### src/rtl/FA.sv
// N-bit ripple-carry adder shared by the arithmetic datapath.
// Each bit's carry feeds the next bit, so delay grows linearly with N.
module FA #(
    parameter int unsigned N = 32
) (
    input  logic [N-1:0] a,
    input  logic [N-1:0] b,
    input  logic         c_in,
    output logic [N-1:0] sum,
    output logic         c_out
);

    logic [N:0] carry;

    always_comb begin
        carry    = '0;
        sum      = '0;
        carry[0] = c_in;
        for (int i = 0; i < N; i++) begin
            sum[i]       = a[i] ^ b[i] ^ carry[i];
            carry[i+1]   = (a[i] & b[i]) | (carry[i] & (a[i] ^ b[i]));
        end
    end

    assign c_out = carry[N];

endmodule

### src/rtl/seq_multiplier.sv
// Unsigned NxN shift-and-add multiplier, one FA add per cycle.
// Handshake: start accepted in idle, busy for N cycles, then a one-cycle done pulse.
module seq_multiplier #(
    parameter int unsigned N = 32
) (
    input  logic           clk,
    input  logic           rst,
    input  logic           start,
    input  logic [N-1:0]   multiplicand,
    input  logic [N-1:0]   multiplier,
    output logic           busy,
    output logic           done,
    output logic [2*N-1:0] product
);

    localparam int unsigned CountW = $clog2(N + 1);

    typedef enum logic [1:0] {StIdle, StRun, StDone} state_e;

    state_e              state_q, state_d;
    logic [N-1:0]        m_q, m_d;
    logic [N-1:0]        a_q, a_d;
    logic [N-1:0]        q_q, q_d;
    logic [CountW-1:0]   count_q, count_d;
    logic [2*N-1:0]      product_q, product_d;

    logic [N-1:0]        add_b;
    logic [N-1:0]        add_sum;
    logic                add_cout;
    logic [2*N-1:0]      shifted;

    assign add_b = q_q[0] ? m_q : '0;

    FA #(.N(N)) u_fa (
        .a     (a_q),
        .b     (add_b),
        .c_in  (1'b0),
        .sum   (add_sum),
        .c_out (add_cout)
    );

    // Carry-out becomes the new MSB of A; the consumed Q[0] drops off the bottom.
    assign shifted = {add_cout, add_sum, q_q[N-1:1]};

    always_comb begin
        state_d   = state_q;
        m_d       = m_q;
        a_d       = a_q;
        q_d       = q_q;
        count_d   = count_q;
        product_d = product_q;
        unique case (state_q)
            StIdle: begin
                if (start) begin
                    m_d       = multiplicand;
                    q_d       = multiplier;
                    a_d       = '0;
                    count_d   = CountW'(N);
                    product_d = '0;
                    state_d   = StRun;
                end
            end
            StRun: begin
                {a_d, q_d} = shifted;
                count_d    = count_q - CountW'(1);
                if (count_q == CountW'(1)) begin
                    product_d = shifted;
                    state_d   = StDone;
                end
            end
            StDone: begin
                state_d = StIdle;
            end
            default: begin
                state_d = StIdle;
            end
        endcase
    end

    always_ff @(posedge clk) begin
        if (rst) begin
            state_q   <= StIdle;
            m_q       <= '0;
            a_q       <= '0;
            q_q       <= '0;
            count_q   <= '0;
            product_q <= '0;
        end else begin
            state_q   <= state_d;
            m_q       <= m_d;
            a_q       <= a_d;
            q_q       <= q_d;
            count_q   <= count_d;
            product_q <= product_d;
        end
    end

    assign busy    = (state_q == StRun);
    assign done    = (state_q == StDone);
    assign product = product_q;

endmodule

### config.mk
export PLATFORM = sky130hd
export DESIGN_NAME = seq_multiplier
export DESIGN_NICKNAME = d
export VERILOG_FILES = /design/src/rtl/FA.sv /design/src/rtl/seq_multiplier.sv
export SDC_FILE = /design/constraint.sdc
export NUM_CORES = 1
export LEC_CHECK = 0
export ABC_AREA = 1
export BUFFER_PORTS_ARGS = -buffer_cell sky130_fd_sc_hd__buf_2
export CAP_MARGIN = 20
export CORE_UTILIZATION = 49
export CTS_BUF_LIST = sky130_fd_sc_hd__clkbuf_16
export CTS_CLUSTER_DIAMETER = 150
export DETAILED_ROUTE_END_ITERATION = 7
export GPL_ROUTABILITY_DRIVEN = 1
export GPL_TIMING_DRIVEN = 0
export PLACE_DENSITY_LB_ADDON = 0.3
export SYNTH_ARGS = -nofsm -noshare
export SYNTH_HDL_FRONTEND = slang
export SYNTH_SLANG_ARGS = --single-unit
### constraint.sdc
create_clock -name clk -period 38.6 [get_ports clk]
set_input_delay 9.65 -clock clk [delete_from_list [all_inputs] [get_ports clk]]
set_output_delay 9.65 -clock clk [all_outputs]
set_load 0.01 [all_outputs]
==> Word-level counts from Yosys, hierarchy flattened <==
Index checks and enable logic that the tools add are counted.
{ "totals": {"out_inout_bits": 66, "elab_cells": 188, "in_bits": 67, "regBits": 168} }
{ "op_classes": {"n_reduce_logical": 6, "mux": 13, "eq_ne": 5, "n_addsub": 1, "bitwise_logic": 157} }
{ "ops": {"columns": ["operator", "count"], "rows": [
  ["two-way mux 64 bit", 2],
  ["case mux 32 bit (2 select lines)", 2],
  ["case mux 64 bit (2 select lines)", 1],
  ["two-way mux 32 bit", 3],
  ["AND 1 bit", 63],
  ["bitwise XOR 1 bit", 63],
  ["bitwise OR 1 bit", 31],
  ["case mux 6 bit (2 select lines)", 1],
  ["== test 6 x 1 -> 1 bit (second input constant)", 1],
  ["two-way mux 6 bit", 1],
  ["AND reduction 2 bit", 3],
  ["subtractor 6 x 1 -> 6 bit (second input constant)", 1],
  ["two-way mux 2 bit", 2],
  ["case mux 2 bit (2 select lines)", 1],
  ["AND reduction 3 bit", 1],
  ["== test 2 x 1 -> 1 bit (second input constant)", 1],
  ["== test 2 bit (second input constant)", 1],
  ["logical NOT 2 bit", 1],
  ["!= test 2 x 1 -> 1 bit (second input constant)", 1],
  ["!= test 2 bit (second input constant)", 1],
  ["nonzero test 2 bit", 1]
]} }

==> Longest topological paths before layout <==
{ "logic_depth": {"word_depth": 66, "mapped_depth": 48, "depth_no_buf": 46} }

==> By module <==
A second synthesis with hierarchy kept.
{ "unflattened": {"cells_unflattened": 940, "hier_area_um2": 7392.1} }
{ "by_module_without_submodules": {"columns": ["mod", "area_per_inst_um2", "cells_per_inst", "instances", "seq_area_each_um2"], "rows": [
  ["seq_multiplier", 6713.9, 898, 1, 3363.2],
  ["FA", 678.2, 42, 1, 0.0]
]} }

==> Least setup slack after synthesis <==
OpenSTA, ideal clock, no wires.
{ "synth_timing": {"kind": "reg2reg", "start": "register q_q[0]", "end": "register a_q[30]", "arrival_time_ns": 12.884, "path_buffers": 2, "setup_slack_ns": 25.589, "required_ns": 38.472, "stages_incl_launch_ff": 49, "setup_ns": 0.128, "path_cell_list": "dfxtp_1 -> clkbuf_1 -> clkbuf_1 -> nand2_1 -> inv_1 -> ha_1 -> inv_1 -> fa_1 -> fa_1 -> fa_1 -> fa_1 -> fa_1 -> fa_1 -> fa_1 -> fa_1 -> fa_1 -> fa_1 -> inv_1 -> [13 not listed] -> fa_1 -> fa_1 -> fa_1 -> fa_1 -> fa_1 -> fa_1 -> fa_1 -> fa_1 -> fa_1 -> fa_1 -> fa_1 -> inv_1 -> fa_1 -> inv_1 -> fa_1 -> nor2_1 -> a21oi_1 -> nor2_1"} }
{ "synth_via": {"elab_chain_len": 64} }
{ "synth_lines": {"columns": ["item", "line", "rtl"], "rows": [
  ["from (decl)", "seq_multiplier.sv:23", "logic [N-1:0] q_q, q_d;"],
  ["from (signal assigned)", "seq_multiplier.sv:92", "q_q <= q_d;"],
  ["two-way mux 32 bit (*)", "seq_multiplier.sv:32", "assign add_b = q_q[0] ? m_q : '0;"],
  ["AND 1 bit / bitwise XOR 1 bit (equally long branches)", "FA.sv:21", "carry[i+1] = (a[i] & b[i]) | (carry[i] & (a[i] ^ b[i]));"],
  ["AND 1 bit", "FA.sv:21", null],
  ["bitwise OR 1 bit", "FA.sv:21", null],
  ["AND 1 bit", "FA.sv:21", null],
  ["bitwise OR 1 bit", "FA.sv:21", null],
  ["AND 1 bit", "FA.sv:21", null],
  ["bitwise OR 1 bit", "FA.sv:21", null],
  ["[48 not listed]", null, null],
  ["AND 1 bit", "FA.sv:21", null],
  ["bitwise OR 1 bit", "FA.sv:21", null],
  ["AND 1 bit", "FA.sv:21", null],
  ["bitwise OR 1 bit", "FA.sv:21", null],
  ["AND 1 bit", "FA.sv:21", null],
  ["bitwise OR 1 bit", "FA.sv:21", null],
  ["bitwise XOR 1 bit (*)", "FA.sv:20", "sum[i] = a[i] ^ b[i] ^ carry[i];"],
  ["case mux 32 bit (2 select lines) (*)", "seq_multiplier.sv:52", "unique case (state_q)"],
  ["to (signal assigned)", "seq_multiplier.sv:84", "a_q <= '0;"],
  ["to (signal assigned)", "seq_multiplier.sv:91", "a_q <= a_d;"],
  ["to (decl)", "seq_multiplier.sv:22", "logic [N-1:0] a_q, a_d;"]
]} }
Mark *: on every way between the ends. The rest lies on a longest branch, timed or not.
A chain may end at the register's enable or synchronous reset.

==> Worst setup path after layout <==
{ "layout_timing": {"start": "register q_q[0]", "end": "register product_q[62], in the netlist product[62]"} }
{ "layout_via": {"elab_chain_len": 65} }
{ "layout_lines": {"columns": ["item", "line", "rtl"], "rows": [
  ["two-way mux 32 bit (*)", "seq_multiplier.sv:32", null],
  ["AND 1 bit / bitwise XOR 1 bit (equally long branches)", "FA.sv:21", null],
  ["AND 1 bit", "FA.sv:21", null],
  ["bitwise OR 1 bit", "FA.sv:21", null],
  ["AND 1 bit", "FA.sv:21", null],
  ["bitwise OR 1 bit", "FA.sv:21", null],
  ["AND 1 bit", "FA.sv:21", null],
  ["bitwise OR 1 bit", "FA.sv:21", null],
  ["[49 not listed]", null, null],
  ["bitwise OR 1 bit", "FA.sv:21", null],
  ["AND 1 bit", "FA.sv:21", null],
  ["bitwise OR 1 bit", "FA.sv:21", null],
  ["AND 1 bit", "FA.sv:21", null],
  ["bitwise OR 1 bit", "FA.sv:21", null],
  ["bitwise XOR 1 bit (*)", "FA.sv:20", null],
  ["two-way mux 64 bit (*)", "seq_multiplier.sv:66", "if (count_q == CountW'(1)) begin"],
  ["case mux 64 bit (2 select lines) (*)", "seq_multiplier.sv:52", null],
  ["to (signal assigned)", "seq_multiplier.sv:94", "product_q <= product_d;"],
  ["to (decl)", "seq_multiplier.sv:25", "logic [2*N-1:0] product_q, product_d;"]
]} }
Mark *: on every way between the ends. The rest lies on a longest branch, timed or not. The select of a mux whose other input is x is not followed.

==> summary by stage <==
Logic synthesis
The post-synthesis instance area is 7610 um^2. After Yosys synthesis, XOR and XNOR cells account for 0% of the synthesized area. The share of synthesized area in the top cell type comes to between 40% and 50%. The instance count of the mapped netlist is 975. By area the synthesized netlist is led by sky130_fd_sc_hd__dfxtp_1 (44%), sky130_fd_sc_hd__nor2_1 (9.9%), sky130_fd_sc_hd__nand2_1 (8.8%).

The library cell with the largest summed area after synthesis is sky130_fd_sc_hd__dfxtp_1. Measured against the total synthesized area, the mux share comes to 0%. By area, the combinational part of the netlist is dominated by simple AND/OR/NAND/NOR gates. The number of warnings issued by yosys is 0. The number of nets handed over by synthesis was 1076. The synthesized netlist contains 25 unique library cells. The sequential-to-total area share from yosys stat is 44.2%. Summing the areas of all and, or, nand and nor instances in the mapped netlist gives roughly 28% of the synthesized area. Averaged over all synthesized cells, the footprint is 7.80 um^2.

After Yosys synthesis, full adders, half adders and majority gates account for 8.65% of the synthesized area. Summing the areas of all compound-gate instances in the mapped netlist gives between 10 and 15% of the synthesized area. The number of register bits inferred by synthesis is 168.

Clock tree
TritonCTS built the clock tree. The post-CTS resize count is 0. The worst-skew pair later-pin latency is ~0.43 ns.

The number of clock sinks seen by CTS is 168. The buffer cell driving the clock tree root is sky130_fd_sc_hd__clkbuf_16. The deepest clock path buffer count is 2. After clock tree synthesis, the clock-pin slew on the worst setup and hold paths is 0.07 ns. The CTS H-tree depth is 4. The number of clock buffers inserted by TritonCTS is 17. Once the clock tree was built, the setup fixing pass inserted 0 buffers. The post-cts hold buffer count is 0.

Placed design
At the end of routability-driven placement, the weighted congestion stood at ~0.86. The count of buffers from port buffering is 132. After legalization and detailed placement, the total HPWL measured 14100 um.

Global routing
The number of antenna violations at the first check in global routing is 0. The first global-routing pass estimated around 32000 um of wire. The number of global-route vias before repair is 6497. The global-route usage over all layers is 25.7%.

Summed over all layers, the global routing overflow is 0. Entering global routing, the biggest net connects 17 pins.

Routing
The residual antenna-violating net count after detailed routing is 0. The detailed-route wire length is 19700 um. After detailed routing, the average wire length per cell comes to 14.8 um. The first TritonRoute pass finished after 5 iterations. The violation count after the first detailed-routing iteration is a little under 500. In the routed design, unresolved DRC markers number 0. Dividing the detail-routed via count by the number of cells gives 5.26. The number of vias in the routed layout is around 7000.

Timing
The relative max-transition margin is 57.8%. The number of pins exceeding their max-slew limit in the final report is 0. Timing would allow up to 0.0717 GHz. Setup violations remaining at the end of the flow were counted as 0. The hold violation total from the final report is 0. After routing, the total negative slack on setup checks comes to 0 ns. Setup repair after global routing left no endpoint under its margin. Between clock sinks in the finished design, the worst skew comes to about 0.0092 ns. Subtracting the final worst setup slack from the clock period gives 13.95 ns.

The portion of the clock cycle consumed by the worst path in the final layout is 36.1%. The slew at the pin closest to its max-slew limit is 0.634 ns.

Power and ir drop
The leakage power is 0.00386 uW. The power per cell area is 48.8 nW/um^2. The worst voltage drop across the vdd grid is 0.0000343 V.

Setup path
The worst setup path is launched from a register. Counting stages on the worst path, the most repeated cell is sky130_fd_sc_hd__fa_1. The path type of the worst setup path is reg -> reg. The critical path endpoint category is a register. Data on the critical path is required at its endpoint by a little under 40 ns.

The buffering stage count on the worst path with inverters included is 12. The worst register-to-register path ends at product[62]$_SDFFE_PP0P_. Counting cells, the worst reg-to-reg path comes to 48. The setup slack of the worst register-to-register path is between 20 and 25 ns. The beginning of the worst register-to-register path is q_q[0]$_SDFFE_PP0P_.

The kind of cell with the highest combined delay along the critical path is adder cells. On the worst path, the slowest cell contributes a delay of about 0.5 ns. On the critical path, the stage with the largest delay is an instance of sky130_fd_sc_hd__fa_1. At the worst endpoint, the arrival time is 14.27 ns.

The top fanout value on the critical path is 10.

Floorplanning
The number of rows in the core area is 45. 133 I/O pins were placed. The die height is approximately 130 um. The die width is between 100 and 150 um. The die covers between 15000 and 20000 um^2. The initial core utilization is 50.0%. After floorplanning, the core was sized to cover 15200 um^2.

Hold path
The launch instance of the worst min-delay path is a_q[4]$_SDFFE_PP0P_. The min-delay analysis places its worst path in the category reg -> reg. The capture endpoint of the worst hold path is a_q[4]$_SDFFE_PP0P_. Counting instances, the worst hold path has a depth of 2.

Cells and area
Summing all multi-input logic gate instances after layout gives 3700 um^2. The layout overhead on the synthesized area is 19.7%. For this run, the post-layout net count is around 1200. The final core area utilization is ~60%.

The antenna diode count is 0. After filler insertion, the fill cell instance count of the layout stands at 1422. In the final layout, the share of cells above drive strength 1 is about a fifth. The library cells used most frequently in the layout, excluding fill and tap cells, are sky130_fd_sc_hd__nor2_1 (200), sky130_fd_sc_hd__nand2_1 (179), sky130_fd_sc_hd__dfxtp_1 (168).

Leaving out fill and tap cells, the most frequent cell in the layout is sky130_fd_sc_hd__nor2_1. The sequential cells in the finished layout cover a total of about 3400 um^2.

Status
The run finished with clean final reports.

Flow run
The max capacitance violation total is 0.
-- power by group --
part           internal (uW)  switching (uW)  leakage, uW
clock network            102            73.1     0.000284
logic                   28.2            46.5      0.00219
registers                188            7.12      0.00138
-- through the flow --
stage,cell area [um^2],hold slack (ns),worst slack [ns],instances,total power [uW]
after floorplan,7610,0.440,25.59,975,247
after global placement,8500,0.449,24.83,1295,271
after detailed placement,8500,0.464,24.68,1295,272
after CTS,9100,0.473,24.61,1326,445
after global routing,9100,0.494,23.95,1326,465
final,9100,0.472,24.65,1326,444
-- worst reg2reg max path, delay by kind of cell (launching register included) --
| family | cells | cell delay (ns) |
|---|---|---|
| compound gates | 1 | 0.15 |
| fa+ha+maj | 32 | 11.82 |
| buf+inv | 12 | 1.33 |
| flops | 1 | 0.31 |
| simple gates | 3 | 0.25 |
-- registers in the layout, indices dropped and copies added, names as in the netlist --
signal,count
a_q,32
count_q,6
m_q,32
product,64
q_q,32
state_q,2
-- cells in the mapped netlist (all sizes together) --
cell type / n
o211a: 1
nand3: 36
ha: 3
clkbuf: 35
a21boi: 28
buf: 39
o21ai: 35
or2: 4
dfxtp: 168
a41oi: 1
a31oi: 31
inv: 53
nor3: 1
nand4: 1
nand3b: 58
nor2: 203
fa: 31
nand2: 180
a21oi: 67
-- final cells by class --
class | instances | area share, %
flip-flops and latches | 168 | 36.9
multi-input cells | 680 | 40.7
repair buffers | 132 | 7.26
plain buffers | 74 | 3.77
well taps | 188 | 2.58
clock inverters | 14 | 1.91
inverters | 53 | 2.19
clock buffers | 17 | 4.67
-- metal layers --
layer	GRT usage, %	vias to the layer above	routed length (um)
met5	0	-	0
met4	8.29	0	342
met3	5.78	38	1400
met2	40.9	240	9040
met1	34.7	3253	8880
li1	-	3449	-
-- worst max path at each step --
stage / startpoint / endpoint / slack (ns) / cells past startpoint
6_report: q_q[0]$_SDFFE_PP0P_ / product[62]$_SDFFE_PP0P_ / 24.65 / 48
5_1_grt: q_q[0]$_SDFFE_PP0P_ / product[62]$_SDFFE_PP0P_ / 23.95 / 48
4_1_cts: q_q[0]$_SDFFE_PP0P_ / product[62]$_SDFFE_PP0P_ / 24.61 / 48
3_5_place_dp: q_q[0]$_SDFFE_PP0P_ / product[62]$_SDFFE_PP0P_ / 24.68 / 48
3_3_place_gp: q_q[0]$_SDFFE_PP0P_ / product[62]$_SDFFE_PP0P_ / 24.83 / 48
2_1_floorplan: q_q[0]$_SDFFE_PP0P_ / a_q[30]$_SDFFE_PP0P_ / 25.59 / 48
-- logic make-up after synthesis --
group,count (synthesis)
fa+ha+maj,34
compound gates,163
flops,168
buf+inv,127
simple gates,483
Note: power is estimated with default switching activity, not from simulation.
